**src/rtl/reg_bank_pkg.sv**
```systemverilog
// Shared types and helpers for the register-bank write scheduler.
// Holds the scheduler state encoding and the address/index width helper.
package reg_bank_pkg;

  localparam int MAX_N_REQ = 8;
  localparam int MAX_DEPTH = 16;

  typedef enum logic {
    IDLE  = 1'b0,
    WRITE = 1'b1
  } state_t;

  // Index/address width that never collapses to zero bits.
  function automatic int clog2_min1(input int v);
    int r;
    r = $clog2(v);
    return (r < 1) ? 1 : r;
  endfunction

endpackage

```
**src/rtl/reg_bank_scheduler_rr_arbiter.sv**
```systemverilog
// Combinational round-robin arbiter: the first set request at or after ptr,
// wrapping, wins. Produces a one-hot grant plus the winning index.
module rr_arbiter
  import reg_bank_pkg::*;
#(
  parameter int N_REQ = 4,
  parameter int ID_W  = clog2_min1(N_REQ)
) (
  input  logic [N_REQ-1:0] req,
  input  logic [ID_W-1:0]  ptr,
  output logic [N_REQ-1:0] gnt,
  output logic [ID_W-1:0]  idx,
  output logic             any
);

  int              cand;
  logic [ID_W-1:0] cidx;

  always_comb begin
    gnt  = '0;
    idx  = '0;
    any  = 1'b0;
    cand = 0;
    cidx = '0;
    for (int off = 0; off < N_REQ; off++) begin
      cand = int'(ptr) + off;
      if (cand >= N_REQ) cand = cand - N_REQ;
      cidx = ID_W'(cand);
      if (!any && req[cidx]) begin
        any       = 1'b1;
        gnt[cidx] = 1'b1;
        idx       = cidx;
      end
    end
  end

endmodule

```
**src/rtl/reg_bank_scheduler.sv**
```systemverilog
// Round-robin write scheduler for an internal register bank: one registered
// grant per cycle, committed to the bank on the following edge.
module reg_bank_scheduler
  import reg_bank_pkg::*;
#(
  parameter int N_REQ  = 4,
  parameter int WIDTH  = 8,
  parameter int DEPTH  = 4,
  parameter int ADDR_W = clog2_min1(DEPTH)
) (
  input  logic                          clk,
  input  logic                          rst_n,
  input  logic [N_REQ-1:0]              req_valid,
  input  logic [N_REQ*ADDR_W-1:0]       req_addr,
  input  logic [N_REQ*WIDTH-1:0]        req_data,
  output logic [N_REQ-1:0]              req_ready,
  output logic [DEPTH*WIDTH-1:0]        bank_q,
  output logic                          busy,
  output logic [clog2_min1(N_REQ)-1:0]  grant_id,
  output logic                          addr_err
);

  localparam int ID_W = clog2_min1(N_REQ);

  state_t            state, state_nx;
  logic [ID_W-1:0]   ptr, gnt_id, arb_idx;
  logic [ADDR_W-1:0] gnt_addr, sel_addr;
  logic [WIDTH-1:0]  gnt_data, sel_data;
  logic [N_REQ-1:0]  masked, arb_gnt;
  logic              arb_any, wr_en, addr_oob;

  // The requester being written now still holds valid; keep it out of arbitration.
  assign masked = req_valid & ~req_ready;

  rr_arbiter #(.N_REQ(N_REQ), .ID_W(ID_W)) u_arb (
    .req (masked),
    .ptr (ptr),
    .gnt (arb_gnt),
    .idx (arb_idx),
    .any (arb_any)
  );

  always_comb begin
    sel_addr = '0;
    sel_data = '0;
    for (int i = 0; i < N_REQ; i++) begin
      if (arb_gnt[i]) begin
        sel_addr = sel_addr | req_addr[i*ADDR_W +: ADDR_W];
        sel_data = sel_data | req_data[i*WIDTH +: WIDTH];
      end
    end
  end

  assign addr_oob = int'(gnt_addr) >= DEPTH;
  assign grant_id = gnt_id;

  always_comb begin
    state_nx  = IDLE;
    req_ready = '0;
    busy      = 1'b0;
    wr_en     = 1'b0;
    if (arb_any) state_nx = WRITE;
    if (state == WRITE) begin
      busy              = 1'b1;
      req_ready[gnt_id] = 1'b1;
      wr_en             = !addr_oob;
    end
  end

  always_ff @(posedge clk or negedge rst_n) begin
    if (!rst_n) begin
      state    <= IDLE;
      ptr      <= '0;
      gnt_id   <= '0;
      addr_err <= 1'b0;
    end else begin
      state <= state_nx;
      if (arb_any) begin
        gnt_id <= arb_idx;
        ptr    <= (int'(arb_idx) == N_REQ - 1) ? '0 : arb_idx + 1'b1;
      end
      if (state == WRITE && addr_oob) addr_err <= 1'b1;
    end
  end

  // Grant payload is pure data and needs no reset; state gates its use.
  always_ff @(posedge clk) begin
    if (arb_any) begin
      gnt_addr <= sel_addr;
      gnt_data <= sel_data;
    end
  end

  for (genvar k = 0; k < DEPTH; k++) begin : g_reg
    logic [WIDTH-1:0] q;
    always_ff @(posedge clk or negedge rst_n) begin
      if (!rst_n)                              q <= '0;
      else if (wr_en && int'(gnt_addr) == k)   q <= gnt_data;
    end
    assign bank_q[k*WIDTH +: WIDTH] = q;
  end

endmodule
```
**config.mk**
```make
export PLATFORM = sky130hd
export DESIGN_NAME = reg_bank_scheduler
export DESIGN_NICKNAME = d
export VERILOG_FILES = /design/src/rtl/reg_bank_pkg.sv /design/src/rtl/reg_bank_scheduler_rr_arbiter.sv /design/src/rtl/reg_bank_scheduler.sv
export SDC_FILE = /design/constraint.sdc
export NUM_CORES = 1
export LEC_CHECK = 0
export CAP_MARGIN = 20
export CORE_ASPECT_RATIO = 0.8
export CORE_MARGIN = 2
export CORE_UTILIZATION = 38
export DETAILED_ROUTE_END_ITERATION = 12
export PLACE_DENSITY = 0.68
export SETUP_SLACK_MARGIN = 0.5
export SLEW_MARGIN = 20
export SYNTH_ARGS = -nofsm -noshare
export SYNTH_HDL_FRONTEND = slang
export SYNTH_SLANG_ARGS = --single-unit
```
**constraint.sdc**
```tcl
create_clock -name clk -period 2.6 [get_ports clk]
set_input_delay 0.52 -clock clk [delete_from_list [all_inputs] [get_ports clk]]
set_output_delay 0.52 -clock clk [all_outputs]
set_load 0.01 [all_outputs]
```
==> results.md <==
- Max-cap violation count: 0
- Crit share post-route: around 88%
- Seq pwr share: between 20 and 25%
- Port bufs: 84
- Residual DRC: 0
- First-pass GRT wire length: 13200 um
- Most frequent CP cell: buf_6
- CTS max path bufs: 2
- Cell Count, Final, Fillers Out: about 430
- Crit path time final: ~2.3 ns
- Status: finished, final reports clean
- Register area: about 0.0012 mm2
- Clock Skew: around 0.013 ns
- Syn-to-layout area delta: 68.6%
- Number of enable flip-flop cells after synthesis: 10
- Starting Density: between 30% and 40%
- Pin count of the biggest net entering global routing: 38
- Clock buffer count from CTS: 5
- GPL Wtd Cong: just over 0.8
- Yosys reg bits: 47
- GR Overflow Total: 0
- Switching pwr: 2.69 mW
- GRT Util Overall: approximately 23%
- Critical Path Fanout Max: 7
- Syn Inst Count: 215
- Die height: between 70 and 80 um
- DR pass1 iterations: 4
- # IOs: 86
- Dpl hpwl: roughly 5400 um
- Sequential fraction of the synthesis area: around 48%
- CP bufs+invs: 5
- Clock latency on the worst-skew pair: about 0.30 ns
- Hold crit path type: in -> async
- Crit end category: flip-flop
- CTS tree: yes
- Internal: a little under 4 mW
- Die X: between 90 and 100 um
- Worst Path Arrival: ~2.3 ns
- WS Path Type: reg -> reg
- Kind of cell adding the most delay to the critical path: buffers and inverters
- DRT antenna net count: 0
- CP Cell Sequence: buf_6 > xnor2_4 > buf_6 > a21o_4 > a22oi_2 > buf_6 > buf_12 > o22ai_4 > buf_12 > o21ai_2 > nand4_1
- DRT iter0 DRCs: roughly 170
- Achievable frequency: approximately 440 MHz
- H-Tree Depth: 2
- Routed wire per std cell: around 20 um
- WHS: 0.312 ns
- Hold-fix buffers at CTS: 0
- Synth Flop Type: dfrtp_1
- Vias: 2404
- Syn nets: between 200 and 300
- Initial antenna violation count: 0
- Crit start category: flip-flop
- CP max stage cell: dfrtp_2
- Core Area: between 0.006 and 0.007 mm2
- Pins Over Slew Limit: 0
- Worst-Margin Slew: 0.835 ns
- RSZ-0062 raised after global routing: yes
- Drt total wl: around 8400 um
- Final core utilization: about two thirds
- Hold Vio Cnt, Final: 0
- Sw frac: between 40% and 50%
- Clock root buffer: clkbuf_8
- Relative slew slack: between 40% and 50%
- Row cnt: 26
- Post-Syn Area: approximately 0.0026 mm2
- Sink Count: between 40 and 50
- Multi-input gate area: between 0.0015 and 0.002 mm2
- Power Density: 1530 mW/mm2
- Warnings from Yosys: 0
- Fin nets: roughly 400
- Syn avg cell area: ~12 um2
- Placed Cells: between 300 and 400
- Maximum vdd drop: roughly 1000 uV
- Static Leak: roughly 1.8 nW
- Final Setup Violations: 0
- Vias in the first global route: around 2500
- Routed vias/inst: ~5.6
- Share of cells above drive strength 1: between 40% and 50%
- Clock power share: under 10%
- Fillers: between 400 and 500
- Combinational share of power: 69.4%
- Post-synth cell types: 44
- FF-to-FF setup slack: approximately 0.32 ns
- Worst-path clk slew: 0.10 ns
- Die area: between 0.007 and 0.008 mm2
- CP required: between 2 and 3 ns
- Proportion of synthesized flip-flops having asynchronous set or reset: 78.7%
- # diodes: 0
- Slowest stage delay, CP: between 0.4 and 0.5 ns
repair_timing:
action | in CTS | in global routing
cloned | 7 | 0
resized for setup | 106 | 14
pin swaps | 50 | 8
setup buffers | 18 | 0
setup endpoints to repair | 27 | 14
through the flow:
stage	instance area (um2)	setup TNS [ns]	power (mW)	setup WS (ns)
finish	4320	0	6.58	0.318
global route	4320	0	6.96	0.245
CTS	4270	0	6.37	0.379
detailed placement	3660	-1.50	4.76	-0.169
global placement	3660	-0.400	4.68	-0.0565
floorplan	2650	0	3.51	0.457
worst reg2reg max path, stage by stage (launching register included):
cell     delay (ns)
dfrtp_2        0.44
buf_6          0.15
xnor2_4        0.18
buf_6          0.14
a21o_4         0.23
a22oi_2        0.14
buf_6          0.14
buf_12         0.11
o22ai_4        0.08
buf_12         0.15
o21ai_2        0.15
nand4_1        0.11
final timing paths:
kind,startpoint,end,cells past startpoint
max,flip-flop,gnt_data[2]$_DFFE_PP_,11
max in group asynchronous,rst_n,ptr[1]$_DFFE_PN0P_,1
min,rst_n,g_reg[1].q[4]$_DFFE_PN0P_,1
min reg2reg,g_reg[3].q[2]$_DFFE_PN0P_,g_reg[3].q[2]$_DFFE_PN0P_,1
max reg2reg,flip-flop,gnt_data[2]$_DFFE_PP_,11
min in group clk,g_reg[3].q[2]$_DFFE_PN0P_,g_reg[3].q[2]$_DFFE_PN0P_,1
sequential cells by signal, indices dropped and copies added, names as in the netlist, named ones only:
name / flops
g.q: 32
gnt_data: 8
grant_id: 2
state: 1
gnt_addr: 2
ptr: 1
cells in the final DEF (no fill, tap or decap), drive strengths merged, types with 2 or more instances in the layout:
cell	Yosys	routed
dlygate4sd2	0	7
a21boi	4	4
and2	3	3
mux2	39	43
a21oi	4	4
o21a	2	2
o211ai	3	4
clkdlybuf4s50	0	75
inv	4	6
buf	4	35
clkbuf	0	5
nand3b	2	2
nand4	10	10
dfrtp	37	37
xnor2	1	2
mux2i	3	3
ha	8	8
o22ai	4	4
edfxtp	10	10
o21ai	43	43
nand3	10	10
a211oi	5	5
nor2	3	3
cell families after synthesis:
| family | share of synthesized area (%) |
|---|---|
| simple gates | 7.97 |
| compound gates | 18.4 |
| buf+inv | 1.81 |
| fa+ha+maj | 3.91 |
| other cells | 0.146 |
| mux | 18.5 |
| flops | 47.9 |
| xor+xnor | 1.42 |
power by group through the flow:
stage          Combinational [mW]  Sequential, mW  Clock (mW)
2_1_floorplan                1.94            1.57           0
3_3_place_gp                 3.17            1.51           0
3_5_place_dp                 3.24            1.52           0
4_1_cts                      4.34            1.48       0.548
5_1_grt                      4.84            1.53       0.586
6_report                     4.57            1.48       0.537
per-layer routing:
layer  track usage (%)  vias up  share of wire (%)
li1                  -     1101                  -
met1              32.6     1169                 42
met2              37.4      122                 48
met3              4.37       12                8.2
met4              5.00        0                1.2
met5                 0        -                  0
cell type report:
cell class,count,area share [%]
Clock inverter,3,1.04
Multi-Input combinational cell,166,38.7
Inverter,4,0.406
Tap cell,84,2.44
Clock buffer,5,1.59
Timing Repair Buffer,118,27.2
Sequential cell,47,28.6
cell usage after synthesis, types with 2 or more instances:
cell type	instances	area, um2
o21ai_0	43	215
dfrtp_1	37	926
mux2_2	36	405
edfxtp_1	10	300
nand3_1	10	50.1
nand4_1	10	62.6
ha_1	8	100
a21boi_0	4	30.0
inv_1	4	15.0
o22ai_1	4	25.0
a211oi_1	3	22.5
a21oi_1	3	15.0
mux2i_1	3	30.0
nor2_1	3	11.3
a211oi_2	2	25.0
and2_4	2	17.5
buf_4	2	15.0
mux2_1	2	22.5
nand3b_1	2	15.0
o211ai_2	2	25.0
o21a_1	2	15.0
No activity file was read; power rests on OpenSTA's default activity.
